--- config.mk ---
export PLATFORM = sky130hd
export DESIGN_NAME = cpu_trace_buffer
export DESIGN_NICKNAME = d
export VERILOG_FILES = /design/src/rtl/cpu_trace_buffer.sv
export SDC_FILE = /design/constraint.sdc
export NUM_CORES = 1
export LEC_CHECK = 0
export CAP_MARGIN = 30
export CORE_MARGIN = 3
export CORE_UTILIZATION = 65
export CTS_CLUSTER_SIZE = 20
export DETAILED_ROUTE_END_ITERATION = 10
export GPL_TIMING_DRIVEN = 0
export PLACE_DENSITY_LB_ADDON = 0.3
export SLEW_MARGIN = 30
export SYNTH_ARGS = -nofsm -noshare
export SYNTH_HDL_FRONTEND = slang
export SYNTH_SLANG_ARGS = --single-unit
export TNS_END_PERCENT = 100
--- constraint.sdc ---
create_clock -name clk -period 7.22 [get_ports clk]
set_input_delay 0.722 -clock clk [delete_from_list [all_inputs] [get_ports clk]]
set_output_delay 0.722 -clock clk [all_outputs]
set_load 0.1 [all_outputs]
--- src/rtl/cpu_trace_buffer.sv ---
// cpu_trace_buffer: circular capture of the CPU debug bus with a PC/instruction trigger,
// a programmable post-trigger window and an oldest-first valid/ready drain port.
module cpu_trace_buffer #(
  parameter int PC_W    = 4,
  parameter int INSTR_W = 8,
  parameter int REG_W   = 4,
  parameter int DEPTH   = 16,
  parameter int POST    = 4,
  parameter int REC_W   = PC_W + INSTR_W + 3 * REG_W,
  parameter int AW      = $clog2(DEPTH)
) (
  input  logic               clk,
  input  logic               reset,
  input  logic               arm,
  input  logic               abort,
  input  logic               smp_valid,
  input  logic [PC_W-1:0]    pc_in,
  input  logic [INSTR_W-1:0] instr_in,
  input  logic [REG_W-1:0]   r0_in,
  input  logic [REG_W-1:0]   r1_in,
  input  logic [REG_W-1:0]   ram3_in,
  input  logic               trig_en,
  input  logic [PC_W-1:0]    trig_pc,
  input  logic [INSTR_W-1:0] trig_instr,
  input  logic [INSTR_W-1:0] trig_mask,
  output logic               rd_valid,
  input  logic               rd_ready,
  output logic [REC_W-1:0]   rd_data,
  output logic               rd_last,
  output logic [1:0]         state,
  output logic [AW:0]        count,
  output logic               triggered
);
  localparam logic [1:0] S_IDLE = 2'd0;
  localparam logic [1:0] S_PRE  = 2'd1;
  localparam logic [1:0] S_POST = 2'd2;
  localparam logic [1:0] S_DUMP = 2'd3;
  logic [REC_W-1:0] r_mem [DEPTH];
  logic [1:0]       r_state;
  logic [AW-1:0]    r_wr_ptr;
  logic [AW-1:0]    r_rd_ptr;
  logic [AW-1:0]    r_post_cnt;
  logic [AW:0]      r_count;
  logic             r_trig;
  logic             r_rd_valid;
  logic [REC_W-1:0] r_rd_data;
  logic             w_match;
  logic             w_wr;
  logic             w_dump;
  logic [AW-1:0]    w_wr_nxt;
  logic [AW-1:0]    w_rd_nxt;
  logic [AW:0]      w_cnt_nxt;
  assign w_match   = trig_en & smp_valid & (pc_in == trig_pc) & ~|((instr_in ^ trig_instr) & trig_mask);
  assign w_wr      = smp_valid & ~abort & ((r_state == S_PRE) | (r_state == S_POST));
  assign w_wr_nxt  = r_wr_ptr + 1'b1;
  assign w_rd_nxt  = r_rd_ptr + 1'b1;
  assign w_cnt_nxt = (r_count == (AW+1)'(DEPTH)) ? r_count : r_count + 1'b1;
  // Last capture write: trigger itself when there is no post window, else the final post sample.
  assign w_dump    = w_wr & (((r_state == S_PRE) & w_match & (POST == 0)) |
                             ((r_state == S_POST) & (r_post_cnt == AW'(1))));
  always_ff @(posedge clk)
    if (w_wr) r_mem[r_wr_ptr] <= {pc_in, instr_in, r0_in, r1_in, ram3_in};
  always_ff @(posedge clk or negedge reset)
    if (!reset) begin
      r_state    <= S_IDLE;
      r_wr_ptr   <= '0;
      r_rd_ptr   <= '0;
      r_post_cnt <= '0;
      r_count    <= '0;
      r_trig     <= 1'b0;
      r_rd_valid <= 1'b0;
      r_rd_data  <= '0;
    end else if (abort) begin
      r_state    <= S_IDLE;
      r_count    <= '0;
      r_rd_valid <= 1'b0;
    end else if (r_state == S_IDLE) begin
      if (arm) begin
        r_state  <= S_PRE;
        r_wr_ptr <= '0;
        r_count  <= '0;
        r_trig   <= 1'b0;
      end
    end else if (r_state != S_DUMP) begin
      if (w_wr) begin
        r_wr_ptr <= w_wr_nxt;
        r_count  <= w_cnt_nxt;
        if (r_state == S_PRE && w_match) begin
          r_trig     <= 1'b1;
          r_post_cnt <= AW'(POST);
        end
        if (r_state == S_POST) r_post_cnt <= r_post_cnt - 1'b1;
        // Oldest record sits count entries behind the post-write pointer.
        if (w_dump) begin
          r_state  <= S_DUMP;
          r_rd_ptr <= w_wr_nxt - w_cnt_nxt[AW-1:0];
        end else if (r_state == S_PRE && w_match) r_state <= S_POST;
      end
    end else if (!r_rd_valid) begin
      r_rd_valid <= 1'b1;
      r_rd_data  <= r_mem[r_rd_ptr];
    end else if (rd_ready) begin
      r_rd_ptr  <= w_rd_nxt;
      r_count   <= r_count - 1'b1;
      r_rd_data <= r_mem[w_rd_nxt];
      if (r_count == (AW+1)'(1)) begin
        r_rd_valid <= 1'b0;
        r_state    <= S_IDLE;
      end
    end
  assign rd_valid  = r_rd_valid;
  assign rd_data   = r_rd_data;
  assign rd_last   = r_rd_valid & (r_count == (AW+1)'(1));
  assign state     = r_state;
  assign count     = r_count;
  assign triggered = r_trig;
endmodule
==> out/results.txt <==
Status = finished, final reports clean
Die height = 184 µm
Routed WL = 60.8 mm
Leakage = 7.97 nW
Fin crit period = 3.89 ns
Req. time, crit path = 6.50 ns
Critical path's largest stage delay = 1.14 ns
Total track usage = 36.3%
Slowest CP cell = clkdlybuf4s50_1
I/O pins = 85
Arr. time, crit path = 3.17 ns
Crit path max-delay family = buffers and inverters
TritonCTS Buffers = 44
Post-synth top area cell = edfxtp_1
Max VDD drop = 0.000165 V
WP depth = 3
Setup crit start kind = register
Layout area overhead = 15.5%
Synth area leaders = edfxtp_1 56%, mux4_2 17%, dfrtp_1 5.5%, mux2i_1 3.9%, nand2_1 1.5%
Syn. warnings = 0
Worst Path Buf+Inv = 2
Crit path max fanout = 10
Die Width = 184 µm
Clk_lat worst skew = 0.54 ns
WL per Instance = 33.8 µm
Drt first pass iters = 8
Antenna-violating nets left = 0
RR Endpoint = rd_data[19]
Critical Path Sink = rd_last
CTS resizes = 0
Tcrit/Tclk final = 53.9%
Slew Limit Fails = 0
Core area = 0.0309 mm²
Die ar. = 0.0339 mm²
Fraction of registers with async set/reset = 10.5%
Count of unique library cells instantiated by Yosys = 77
Cells after Synth = 1222
Cts hold-fix bufs = 0
Area share of the largest cell type after synthesis = 55.9%
Post-place setup slack = 3.97 ns
Least-Margin Pin Slew = 1.04 ns
CTS clk-pin slew, worst paths = 0.06 ns
Via Count = 13906
Vias in the first global route = 14269
Nets = 1439
FMAX = 257 MHz
Syn_nets = 1292
Final setup violation count = 0
Worst Skew = 0.0120 ns
Post-DP HPWL = 38.9 mm
Final hold viol count = 0
CTS Sinks = 429
CTS tree = built
H-tree level count = 2
Ratio of cells with drive above 1 in the final layout = 23.7%
Crit Path Category = register to output port
Seq/Total Area, Yosys = 61.3%
Total congestion overflow = 0
Top FF cell, synth = edfxtp_1
Worst-path cell chain = clkbuf_1 > and2_1 > clkdlybuf4s50_1
Deepest clock path buffer count = 3
Largest net degree at the start of global routing = 33
Row count = 64
Pwr dens = 238 mW/mm²
Worst R2R Path Depth = 7
Type of the most critical hold path = input pin to asynchronous set/reset pin
Initial antenna violation count = 1
CP Capture Type = output port
Post-route DRC = 0
Flops & latches, synth = 429
Critical Path Start = rd_valid
RSZ-0062 raised after global routing = false
Global-route wire length before repair = 89.0 mm
Setup repair bufs after CTS = 0
Critical R2R Launch = r_rd_ptr[3]
IO buf count = 84
Commonest non-fill, non-tap cell in the layout = edfxtp_1
Reg-to-reg slack, setup = 4.14 ns
Root Buffer Master = clkbuf_16
Worst rel slew slack = 30.9%
Post-Route Setup TNS = 0 ns
RePlAce Congestion = 0.910
1st-iter DRT viols = 2309
Post-Syn Area = 0.0206 mm²
Number of synthesized flops with an enable pin = 384
Syn Area/Cell = 16.9 µm²
Commonest non-fill, non-tap cells in the layout = 384 x edfxtp_1, 155 x mux4_2, 83 x nand2_1, 83 x clkdlybuf4s50_1, 80 x mux2i_1
Maxcap violations = 0
DR vias/cell = 7.73
Starting Density = 66.8%
Final worst slack = 3.33 ns
==> worst min path at each step <==
stage,slack [ns],start,cells past startpoint,end
after CTS,0.06,reset,1,rd_data[16]
after detailed placement,0.49,rd_data[14],1,rd_data[14]
final,0.06,reset,1,rd_data[11]
after global placement,0.49,rd_data[12],2,rd_data[12]
after global routing,0.06,reset,1,rd_data[15]
after floorplan,0.43,reset,0,count[0]
==> per-layer routing <==
layer	wire length, µm	vias to the layer above	global-route usage [%]
met5	0	-	0
met4	3310	0	18.2
met3	9120	274	11.7
met2	27400	1394	53.7
met1	21000	6882	49.8
li1	-	5356	-
==> synth_stat cells (all sizes together), types with 21 or more instances <==
cell type / n
nor2: 25
a22o: 22
clkbuf: 29
a22oi: 21
dfrtp: 45
mux4: 155
mux2i: 80
a21oi: 55
edfxtp: 384
buf: 55
nand2: 83
==> power by group <==
group	switching [mW]	total [mW]	internal [mW]
registers	0.0224	2.75	2.73
clock network	0.938	2.23	1.29
logic	0.412	0.694	0.282
==> worst register-to-register path: stages, from the launching register on <==
cell      delay, ns
dfrtp_1        0.39
buf_6          0.14
clkbuf_1       0.28
nor2_2         0.74
clkbuf_1       0.74
a22oi_1        0.24
a21oi_1        0.31
a22o_1         0.17
==> layout make-up <==
class,count,area (µm²)
Sequential cell,429,12700
Multi-Input combinational cell,690,7380
Fill cell,1646,7080
Clock buffer,67,1280
Timing Repair Buffer,101,1280
Buffer,84,546
Tap cell,396,495
Clock inverter,13,116
Inverter,19,71.3
Antenna cell,1,2.50
==> state kept, by name (all words and copies together) (netlist names) <==
name        cells
count           5
r_mem         384
r_post_cnt      4
r_rd_ptr        4
r_wr_ptr        4
rd_data        24
rd_valid        1
state           2
triggered       1
==> per-stage QoR <==
| step | total power, mW | hold WS (ns) | utilization (%) | area (µm²) | std cells |
|---|---|---|---|---|---|
| after floorplan | 3.24 | 0.426 | - | 20600 | 1222 |
| after global placement | 3.45 | 0.490 | 71.1 | 22000 | 1702 |
| after detailed placement | 3.47 | 0.495 | 72.6 | 22400 | 1719 |
| after CTS | 5.65 | 0.0615 | 77.1 | 23800 | 1799 |
| after global routing | 5.80 | 0.0617 | 77.1 | 23800 | 1800 |
| final | 5.67 | 0.0619 | 77.1 | 23800 | 1800 |
==> kinds of logic after synthesis <==
logic type	after synthesis	share of synthesized area (%)
XOR/XNOR	24	1.16
flip-flops	429	61.3
adder cells (fa/ha/maj)	19	1.19
multiplexers	247	21.5
AND/OR/NAND/NOR	190	4.53
buffers and inverters	103	2.99
AO/OA/AOI/OAI	210	7.33
(Power assumes the default switching activity.)
